### src/rtl/if_fetch_unit_if.sv
// Fetch-unit bundle: PC register link, instruction-memory request/response,
// decode handshake, redirect and the sticky protocol-error flag.
interface if_fetch_unit_if #(
  parameter int ADDR_W  = 32,
  parameter int INSTR_W = 32
);
  logic [ADDR_W-1:0]  pc;
  logic [ADDR_W-1:0]  pc_next;
  logic               pc_wr_en;
  logic               imem_req_valid;
  logic [ADDR_W-1:0]  imem_addr;
  logic               imem_req_ready;
  logic               imem_rsp_valid;
  logic [INSTR_W-1:0] imem_rsp_data;
  logic               if_valid;
  logic [INSTR_W-1:0] if_instr;
  logic [ADDR_W-1:0]  if_pc;
  logic               id_ready;
  logic               redirect;
  logic [ADDR_W-1:0]  redirect_pc;
  logic               proto_err;

  modport master (
    input  pc, imem_req_ready, imem_rsp_valid, imem_rsp_data, id_ready,
           redirect, redirect_pc,
    output pc_next, pc_wr_en, imem_req_valid, imem_addr, if_valid, if_instr,
           if_pc, proto_err
  );

  modport slave (
    output pc, imem_req_ready, imem_rsp_valid, imem_rsp_data, id_ready,
           redirect, redirect_pc,
    input  pc_next, pc_wr_en, imem_req_valid, imem_addr, if_valid, if_instr,
           if_pc, proto_err
  );
endinterface

### src/rtl/if_fetch_unit.sv
// In-order instruction fetch front end: issues PC-addressed memory requests,
// buffers responses with their PCs for decode, and flushes on redirect.
module if_fetch_unit #(
  parameter int FIFO_DEPTH = 2,
  parameter int ADDR_W     = 32,
  parameter int INSTR_W    = 32
) (
  input logic            clk,
  input logic            rst,
  if_fetch_unit_if.master bus
);
  localparam int PTR_W = $clog2(FIFO_DEPTH);
  localparam int CNT_W = PTR_W + 1;
  localparam int OCC_W = CNT_W + 2;

  logic [CNT_W-1:0]   pend_cnt_reg, buf_cnt_reg, drop_cnt_reg;
  logic [PTR_W-1:0]   pend_wr_reg, pend_rd_reg, buf_wr_reg, buf_rd_reg;
  logic               proto_err_reg;
  logic [ADDR_W-1:0]  pend_mem [FIFO_DEPTH];
  logic [ADDR_W-1:0]  buf_pc_mem [FIFO_DEPTH];
  logic [INSTR_W-1:0] buf_instr_mem [FIFO_DEPTH];

  logic [OCC_W-1:0] occupancy;
  logic credit, req_valid, accept, pop;
  logic rsp_drop, rsp_take, rsp_err, rsp_used;

  // Stale responses still hold credit so they can never overrun the buffer.
  assign occupancy = OCC_W'(pend_cnt_reg) + OCC_W'(buf_cnt_reg) + OCC_W'(drop_cnt_reg);
  assign credit    = occupancy < OCC_W'(FIFO_DEPTH);
  assign req_valid = credit & ~bus.redirect & ~rst;
  assign accept    = req_valid & bus.imem_req_ready;

  assign rsp_drop = bus.imem_rsp_valid & (drop_cnt_reg != '0);
  assign rsp_take = bus.imem_rsp_valid & (drop_cnt_reg == '0) & (pend_cnt_reg != '0);
  assign rsp_err  = bus.imem_rsp_valid & (drop_cnt_reg == '0) & (pend_cnt_reg == '0);
  assign rsp_used = rsp_drop | rsp_take;
  assign pop      = (buf_cnt_reg != '0) & bus.id_ready;

  assign bus.imem_req_valid = req_valid;
  assign bus.imem_addr      = bus.pc;
  assign bus.pc_wr_en       = ~rst & (bus.redirect | accept);
  assign bus.pc_next        = bus.redirect ? bus.redirect_pc :
                              accept       ? bus.pc + ADDR_W'(4) : bus.pc;
  assign bus.if_valid       = buf_cnt_reg != '0;
  assign bus.if_instr       = buf_instr_mem[buf_rd_reg];
  assign bus.if_pc          = buf_pc_mem[buf_rd_reg];
  assign bus.proto_err      = proto_err_reg;

  always_ff @(posedge clk or posedge rst) begin
    if (rst) begin
      pend_cnt_reg  <= '0;
      buf_cnt_reg   <= '0;
      drop_cnt_reg  <= '0;
      pend_wr_reg   <= '0;
      pend_rd_reg   <= '0;
      buf_wr_reg    <= '0;
      buf_rd_reg    <= '0;
      proto_err_reg <= 1'b0;
    end else begin
      if (rsp_err)
        proto_err_reg <= 1'b1;
      if (bus.redirect) begin
        // Everything still in flight becomes stale; a response arriving now
        // is already accounted for whether it was dropped or consumed.
        pend_cnt_reg <= '0;
        buf_cnt_reg  <= '0;
        pend_wr_reg  <= '0;
        pend_rd_reg  <= '0;
        buf_wr_reg   <= '0;
        buf_rd_reg   <= '0;
        drop_cnt_reg <= drop_cnt_reg + pend_cnt_reg - CNT_W'(rsp_used);
      end else begin
        if (accept)
          pend_wr_reg <= pend_wr_reg + PTR_W'(1);
        if (rsp_take) begin
          pend_rd_reg <= pend_rd_reg + PTR_W'(1);
          buf_wr_reg  <= buf_wr_reg + PTR_W'(1);
        end
        if (pop)
          buf_rd_reg <= buf_rd_reg + PTR_W'(1);
        pend_cnt_reg <= pend_cnt_reg + CNT_W'(accept) - CNT_W'(rsp_take);
        buf_cnt_reg  <= buf_cnt_reg + CNT_W'(rsp_take) - CNT_W'(pop);
        drop_cnt_reg <= drop_cnt_reg - CNT_W'(rsp_drop);
      end
    end
  end

  // Storage needs no reset: counters alone decide which entries are live.
  always_ff @(posedge clk) begin
    if (accept)
      pend_mem[pend_wr_reg] <= bus.pc;
    if (rsp_take) begin
      buf_pc_mem[buf_wr_reg]    <= pend_mem[pend_rd_reg];
      buf_instr_mem[buf_wr_reg] <= bus.imem_rsp_data;
    end
  end
endmodule

### src/flat_wrapper.sv
// flat-port wrapper written by rule: the top's interface ports become plain ports
module if_fetch_unit_flat 
#(
  parameter int FIFO_DEPTH = 2,
  parameter int ADDR_W     = 32,
  parameter int INSTR_W    = 32
)
  (clk, rst, bus_pc, bus_imem_req_ready, bus_imem_rsp_valid, bus_imem_rsp_data, bus_id_ready, bus_redirect, bus_redirect_pc, bus_pc_next, bus_pc_wr_en, bus_imem_req_valid, bus_imem_addr, bus_if_valid, bus_if_instr, bus_if_pc, bus_proto_err);
  if_fetch_unit_if #(.ADDR_W(ADDR_W), .INSTR_W(INSTR_W)) bus_i ();
  input logic clk;
  input logic rst;
  input wire logic [$bits(bus_i.pc)-1:0] bus_pc;
  input wire logic [$bits(bus_i.imem_req_ready)-1:0] bus_imem_req_ready;
  input wire logic [$bits(bus_i.imem_rsp_valid)-1:0] bus_imem_rsp_valid;
  input wire logic [$bits(bus_i.imem_rsp_data)-1:0] bus_imem_rsp_data;
  input wire logic [$bits(bus_i.id_ready)-1:0] bus_id_ready;
  input wire logic [$bits(bus_i.redirect)-1:0] bus_redirect;
  input wire logic [$bits(bus_i.redirect_pc)-1:0] bus_redirect_pc;
  output wire logic [$bits(bus_i.pc_next)-1:0] bus_pc_next;
  output wire logic [$bits(bus_i.pc_wr_en)-1:0] bus_pc_wr_en;
  output wire logic [$bits(bus_i.imem_req_valid)-1:0] bus_imem_req_valid;
  output wire logic [$bits(bus_i.imem_addr)-1:0] bus_imem_addr;
  output wire logic [$bits(bus_i.if_valid)-1:0] bus_if_valid;
  output wire logic [$bits(bus_i.if_instr)-1:0] bus_if_instr;
  output wire logic [$bits(bus_i.if_pc)-1:0] bus_if_pc;
  output wire logic [$bits(bus_i.proto_err)-1:0] bus_proto_err;
  assign bus_i.pc = bus_pc;
  assign bus_i.imem_req_ready = bus_imem_req_ready;
  assign bus_i.imem_rsp_valid = bus_imem_rsp_valid;
  assign bus_i.imem_rsp_data = bus_imem_rsp_data;
  assign bus_i.id_ready = bus_id_ready;
  assign bus_i.redirect = bus_redirect;
  assign bus_i.redirect_pc = bus_redirect_pc;
  assign bus_pc_next = bus_i.pc_next;
  assign bus_pc_wr_en = bus_i.pc_wr_en;
  assign bus_imem_req_valid = bus_i.imem_req_valid;
  assign bus_imem_addr = bus_i.imem_addr;
  assign bus_if_valid = bus_i.if_valid;
  assign bus_if_instr = bus_i.if_instr;
  assign bus_if_pc = bus_i.if_pc;
  assign bus_proto_err = bus_i.proto_err;
  if_fetch_unit #(.FIFO_DEPTH(FIFO_DEPTH), .ADDR_W(ADDR_W), .INSTR_W(INSTR_W)) u_core (.clk(clk), .rst(rst), .bus(bus_i));
endmodule
### config.mk
export PLATFORM = sky130hd
export DESIGN_NAME = if_fetch_unit_flat
export DESIGN_NICKNAME = d
export VERILOG_FILES = /design/src/rtl/if_fetch_unit_if.sv /design/src/rtl/if_fetch_unit.sv /design/src/flat_wrapper.sv
export SDC_FILE = /design/constraint.sdc
export NUM_CORES = 1
export LEC_CHECK = 0
export CAP_MARGIN = 25
export CORE_ASPECT_RATIO = 0.75
export CORE_MARGIN = 2
export CORE_UTILIZATION = 35
export CTS_CLUSTER_SIZE = 20
export DETAILED_ROUTE_END_ITERATION = 10
export PLACE_DENSITY = 0.58
export SYNTH_ARGS = -nofsm -noshare
export SYNTH_HDL_FRONTEND = slang
export SYNTH_SLANG_ARGS = --single-unit
### constraint.sdc
create_clock -name clk -period 5.35 [get_ports clk]
set_input_delay 0.535 -clock clk [delete_from_list [all_inputs] [get_ports clk]]
set_output_delay 0.535 -clock clk [all_outputs]
set_load 0.02 [all_outputs]
Word-level counts from Yosys, hierarchy flattened
Memories as Yosys holds them, arrays and structs flattened.
Index checks and enable logic that the tools add are counted.
{"block": "word_totals", "regBits": 11, "ramBits": 192, "input_bits": 102, "output_inout_bits": 132, "elab_cells": 64, "n_memories": 3}
{"name": "u_core.buf_instr_mem", "depth": 2, "word_bits": 32, "rd": 1, "rd_clocked_by_memory_dff": 0, "wr": 1, "line": "if_fetch_unit.sv:21", "source": "logic [INSTR_W-1:0] buf_instr_mem [FIFO_DEPTH];"}
{"name": "u_core.buf_pc_mem", "depth": 2, "word_bits": 32, "rd": 1, "rd_clocked_by_memory_dff": 0, "wr": 1, "line": "if_fetch_unit.sv:20", "source": "logic [ADDR_W-1:0] buf_pc_mem [FIFO_DEPTH];"}
{"name": "u_core.pend_mem", "depth": 2, "word_bits": 32, "rd": 1, "rd_clocked_by_memory_dff": 0, "wr": 1, "line": "if_fetch_unit.sv:19", "source": "logic [ADDR_W-1:0] pend_mem [FIFO_DEPTH];"}
{"block": "op_classes", "n_addsub": 14, "magnitude_cmp": 1, "n_mux": 17, "n_bitwise": 13, "reduce_logical": 8}
{"op": "32-bit two-way mux", "count": 2}
{"op": "32-bit by 3-bit adder with 32-bit output, second input constant", "count": 1}
{"op": "1-bit two-way mux", "count": 12}
{"op": "2-bit nonzero test", "count": 6}
{"op": "1-bit AND", "count": 9}
{"op": "2-bit by 1-bit subtractor with 2-bit output", "count": 4}
{"op": "2-bit two-way mux", "count": 3}
{"op": "1-bit adder, second input constant", "count": 4}
{"op": "2-bit by 1-bit adder with 2-bit output", "count": 2}
{"op": "4-bit by 2-bit adder with 4-bit output", "count": 1}
{"op": "2-bit logical NOT", "count": 2}
{"op": "4-bit by 2-bit < comparator with 1-bit output, second input constant", "count": 1}
{"op": "2-bit by 2-bit adder with 3-bit output", "count": 1}
{"op": "2-bit adder", "count": 1}
{"op": "1-bit inverter", "count": 2}
{"op": "1-bit bitwise OR", "count": 2}

Logic depth before layout (Yosys ltp)
{"block": "logic_depth", "ltp_word": 9, "mapped_depth": 12, "ltp_nobuf": 11}

Worst setup path after synthesis
Ideal clock, no wire load.
{"block": "synth_path", "path_kind": "register to register", "start": "register u_core.drop_cnt_reg[0]", "end": "memory u_core.buf_instr_mem[0][0] (enable)", "setup_time_ps": 494, "arrival_ps": 3837, "required_ps": 4856, "path_slack_ps": 1019, "stages_incl_launch_ff": 5, "n_path_buf": 1, "synth_period_minus_slack_ps": 4331, "path_cell_list": "dfrtp_1 nor2_1 and3b_1 clkbuf_1 nor2b_1"}
{"block": "synth_via", "elab_chain_cells": 5}
{"element": "start, declared", "line": "if_fetch_unit.sv:16", "source": "logic [CNT_W-1:0] pend_cnt_reg, buf_cnt_reg, drop_cnt_reg;"}
{"element": "start signal, assigned", "line": "if_fetch_unit.sv:71", "source": "drop_cnt_reg <= drop_cnt_reg + pend_cnt_reg - CNT_W'(rsp_used);"}
{"element": "start signal, assigned", "line": "if_fetch_unit.sv:83", "source": "drop_cnt_reg <= drop_cnt_reg - CNT_W'(rsp_drop);"}
{"element": "2-bit logical NOT", "line": "if_fetch_unit.sv:34", "source": "assign rsp_take = bus.imem_rsp_valid & (drop_cnt_reg == '0) & (pend_cnt_reg != '0);"}
{"element": "1-bit AND (2 in a row)", "line": "if_fetch_unit.sv:34"}
{"element": "1-bit two-way mux", "line": "if_fetch_unit.sv:92", "source": "if (rsp_take) begin"}
{"element": "1-bit two-way mux (implied by the code)", "line": "if_fetch_unit.sv:94", "source": "buf_instr_mem[buf_wr_reg] <= bus.imem_rsp_data;"}
{"element": "end, declared", "line": "if_fetch_unit.sv:21"}
No other way between the ends.

Worst setup path after layout
{"block": "layout_path", "start": "register u_core.pend_cnt_reg[0]", "end": "output bus_pc_next[14]"}
{"block": "layout_via", "elab_chain_cells": 8}
{"element": "start, declared", "line": "if_fetch_unit.sv:16"}
{"element": "start signal, assigned", "line": "if_fetch_unit.sv:81", "source": "pend_cnt_reg <= pend_cnt_reg + CNT_W'(accept) - CNT_W'(rsp_take);"}
{"element": "2-bit by 2-bit adder with 3-bit output", "line": "if_fetch_unit.sv:28", "source": "assign occupancy = OCC_W'(pend_cnt_reg) + OCC_W'(buf_cnt_reg) + OCC_W'(drop_cnt_reg);"}
{"element": "4-bit by 2-bit adder with 4-bit output", "line": "if_fetch_unit.sv:28"}
{"element": "4-bit by 2-bit < comparator with 1-bit output", "line": "if_fetch_unit.sv:29", "source": "assign credit = occupancy < OCC_W'(FIFO_DEPTH);"}
{"element": "1-bit AND (2 in a row)", "line": "if_fetch_unit.sv:30", "source": "assign req_valid = credit & ~bus.redirect & ~rst;"}
{"element": "1-bit AND", "line": "if_fetch_unit.sv:31", "source": "assign accept = req_valid & bus.imem_req_ready;"}
{"element": "32-bit two-way mux", "line": "if_fetch_unit.sv:43", "source": "accept ? bus.pc + ADDR_W'(4) : bus.pc;"}
{"element": "32-bit two-way mux", "line": "if_fetch_unit.sv:42", "source": "assign bus.pc_next = bus.redirect ? bus.redirect_pc :"}
{"element": "end, declared", "line": "flat_wrapper.sv:19", "source": "output wire logic [$bits(bus_i.pc_next)-1:0] bus_pc_next;"}
No other way between the ends.

==> impl_metrics.tcl <==
set metrics [dict create \
    synth_top_area_share 0.626 \
    ys_ff_latch 203 \
    worstReg2RegStart "u_core.pend_cnt_reg[0]" \
    power_density_nw_per_um2 375 \
    fmaxAchievable_ghz 0.197 \
    synthArstFlopShare 0.0542 \
    io_buffers 233 \
    rr_endpoint "u_core.pend_mem[1][6]" \
    htree_levels 1 \
    timing.final.ws_setup_ps 283 \
    grt_max_degree 66 \
    pwr-share-comb 0.261 \
    synth_edf_count 192 \
    path_max_fanout 16 \
    post_cts_resized 0 \
    n_fill_cell 2279 \
    p_int_mw 3.31 \
    ant_nets 0 \
    diodes 0 \
    drive_above_1_share 0.186 \
    die_height_um 145 \
    min_period_ps 5070 \
    die-area_um2 27700 \
    seqPwrFrac 0.426 \
    critPathRequiredTime_ps 4820 \
    start_util 0.356 \
    ys.flop_type "edfxtp_1" \
    core-area_um2 25900 \
    syn_area_um2 9210 \
    dr_total_vias 5973 \
    clk_latency_ps 510 \
    slew_headroom 0.342 \
    viasPerCell 5.07 \
    outcome "complete, no violations" \
    setup_viol 0 \
    largestRegisters "u_core.buf_instr_mem: 64 flops, u_core.buf_pc_mem: 64 flops, u_core.pend_mem: 64 flops" \
    crit_start "u_core.pend_cnt_reg[0]" \
    grt.overflow.total 0 \
    dr_wl_met2_mm 10.4 \
    setup.worst_path.class "flip-flop to output pin" \
    clock_path_buffers 3 \
    grt_pass1_wl_mm 33.7 \
    worst-r2r-setup-slack_ps 1480 \
    wire_per_inst_um 19.0 \
    place_hpwl_mm 14.8 \
    antenna_found_initial 0 \
    cp_data_arrival_time_ps 4530 \
    yosys-top-cells-area "edfxtp_1 (63%), mux2_2 (12%), dfrtp_1 (3.0%)" \
    grt_pass1_vias 6127 \
    seq_area_frac_synth 0.656 \
    p_sw_mw 1.32 \
    wl_met1_mm 10.4 \
    cp-end-kind "output pin" \
    drt_iter0_markers 347 \
    area_growth_syn_to_layout_pct 33.9 \
    reg2reg_depth 9 \
    wl_mm 22.4 \
    cts_setup_buffers 0 \
    numCtsBuffers 22 \
    grt_setup_unrepaired "false" \
    route.met3.wl_mm 1.30 \
    multi_input_area_um2 2690 \
    yosysTopAreaCell "edfxtp_1" \
    synth_area_per_cell_um2 14.9 \
    dp_slack_ps 568 \
    yosysMostFrequentCell "edfxtp_1" \
    cts.hold.buffers_added 0 \
    syn-num-nets 732 \
    start_kind "flip-flop" \
    fp.dieW_um 191 \
    cts_root_buffer "clkbuf_16" \
    finalNetCount 932 \
    synthDistinctLibCells 47 \
    tightest_slew_ps 986 \
    hold_violations 0 \
    ios 234 \
    clk_pin_slew_ps 60 \
    fin_skew_ps 20.8 \
    first_pass_iters 4 \
    synth.top_cells.by_count "edfxtp_1 (192), mux2_2 (98), nor2_1 (33), buf_4 (32), or4_1 (32)" \
    cts.sink_count 203 \
    cts_tree "built" \
    sw_frac_of_total 0.285 \
    remaining_drc_errors 0 \
    slew_viol_final 0 \
    top_layer_used "met4" \
    yosysWarnings 0 \
    clock_power_share 0.313 \
    grt_use_total 0.158 \
    hold_class "input pin to async pin" \
    maxCapViolCount 0 \
    gp_congestion 0.801 \
    regArea_um2 6050 \
    rows 51 \
    synth_cells 618 \
    setup_tns_ps 0 \
    fin_crit_sh 0.947 \
    vdd_drop_max_mv 0.222 \
    leakage_nw 4.06 \
]
==> through the flow <==
| step | std cells | cell area, µm² | power [mW] | hold WS (ps) | utilization |
|---|---|---|---|---|---|
| 3_3_place_gp | 1138 | 11600 | 3.19 | 516 | 0.449 |
| 5_1_grt | 1178 | 12300 | 4.83 | 550 | 0.476 |
| 6_report | 1178 | 12300 | 4.63 | 516 | 0.476 |
| 4_1_cts | 1178 | 12300 | 4.69 | 504 | 0.476 |
| 2_1_floorplan | 618 | 9210 | 2.69 | 387 | - |
| 3_5_place_dp | 1138 | 11600 | 3.22 | 514 | 0.449 |
==> cell type report <==
cell class / count / share of cell area
sequential: 203 / 0.490
multi-input combinational: 332 / 0.218
clock buffer: 25 / 0.0455
inverter: 16 / 0.00487
tap: 344 / 0.0349
clock inverter: 15 / 0.0111
timing repair buffer: 243 / 0.195
==> cells by family after synthesis <==
group	Yosys count	synth area share
XOR/XNOR	10	0.00951
multiplexers	99	0.121
AO/OA/AOI/OAI	68	0.0505
adder cells (fa/ha/maj)	12	0.0179
AND/OR/NAND/NOR	143	0.0903
flip-flops	203	0.656
buffers and inverters	83	0.0553
==> cell usage in the layout (no fill, tap or decap), drive strengths merged, types with 4 or more instances in the layout <==
master / netlist / layout
xnor2: 8 / 8
edfxtp: 192 / 192
o21ai: 9 / 9
inv: 16 / 16
nand4: 7 / 7
a221oi: 5 / 5
or2: 4 / 4
and2: 4 / 4
nand2: 11 / 11
dfrtp: 11 / 11
buf: 37 / 10
a31oi: 23 / 23
clkbuf: 29 / 25
or3: 5 / 5
clkinv: 0 / 10
mux2: 98 / 98
clkdlybuf4s50: 0 / 233
or4: 33 / 33
and4: 4 / 4
o31ai: 21 / 21
nand3: 19 / 19
ha: 10 / 10
nor2: 33 / 33
nor2b: 12 / 12
==> worst max-delay path by stage <==
stage                                       to  slack (ps)  depth (start not counted)
floorplan           u_core.buf_instr_mem[0][0]        1020                          4
global placement               bus_pc_next[17]         700                         10
detailed placement             bus_pc_next[19]         570                         10
CTS                            bus_pc_next[19]          40                         10
global route                   bus_pc_next[22]          80                          9
finish                         bus_pc_next[14]         280                          9
==> routing by layer <==
metal / GRT usage / vias to the layer above
li1: - / 2777
met1: 0.216 / 2956
met2: 0.258 / 210
met3: 0.0303 / 30
met4: 0.0421 / 0
met5: 0 / -
==> critical path, stage by stage (launching register included) <==
cell and delay (ps):
dfrtp_1 400, ha_1 210, fa_1 500, inv_1 60, fa_1 560, nand2_1 90, or4_1 800, or4_1 580
a31oi_1 190, clkdlybuf4s50_1 640
==> power groups by stage <==
stage / logic, mW / clock network (mW) / registers [mW]
after global routing: 1.30 / 1.54 / 1.99
final: 1.21 / 1.45 / 1.97
after floorplan: 0.769 / 0 / 1.92
after detailed placement: 1.21 / 0 / 2.01
after global placement: 1.19 / 0 / 2.00
after CTS: 1.22 / 1.49 / 1.98
Note: power is estimated with default switching activity, not from simulation.
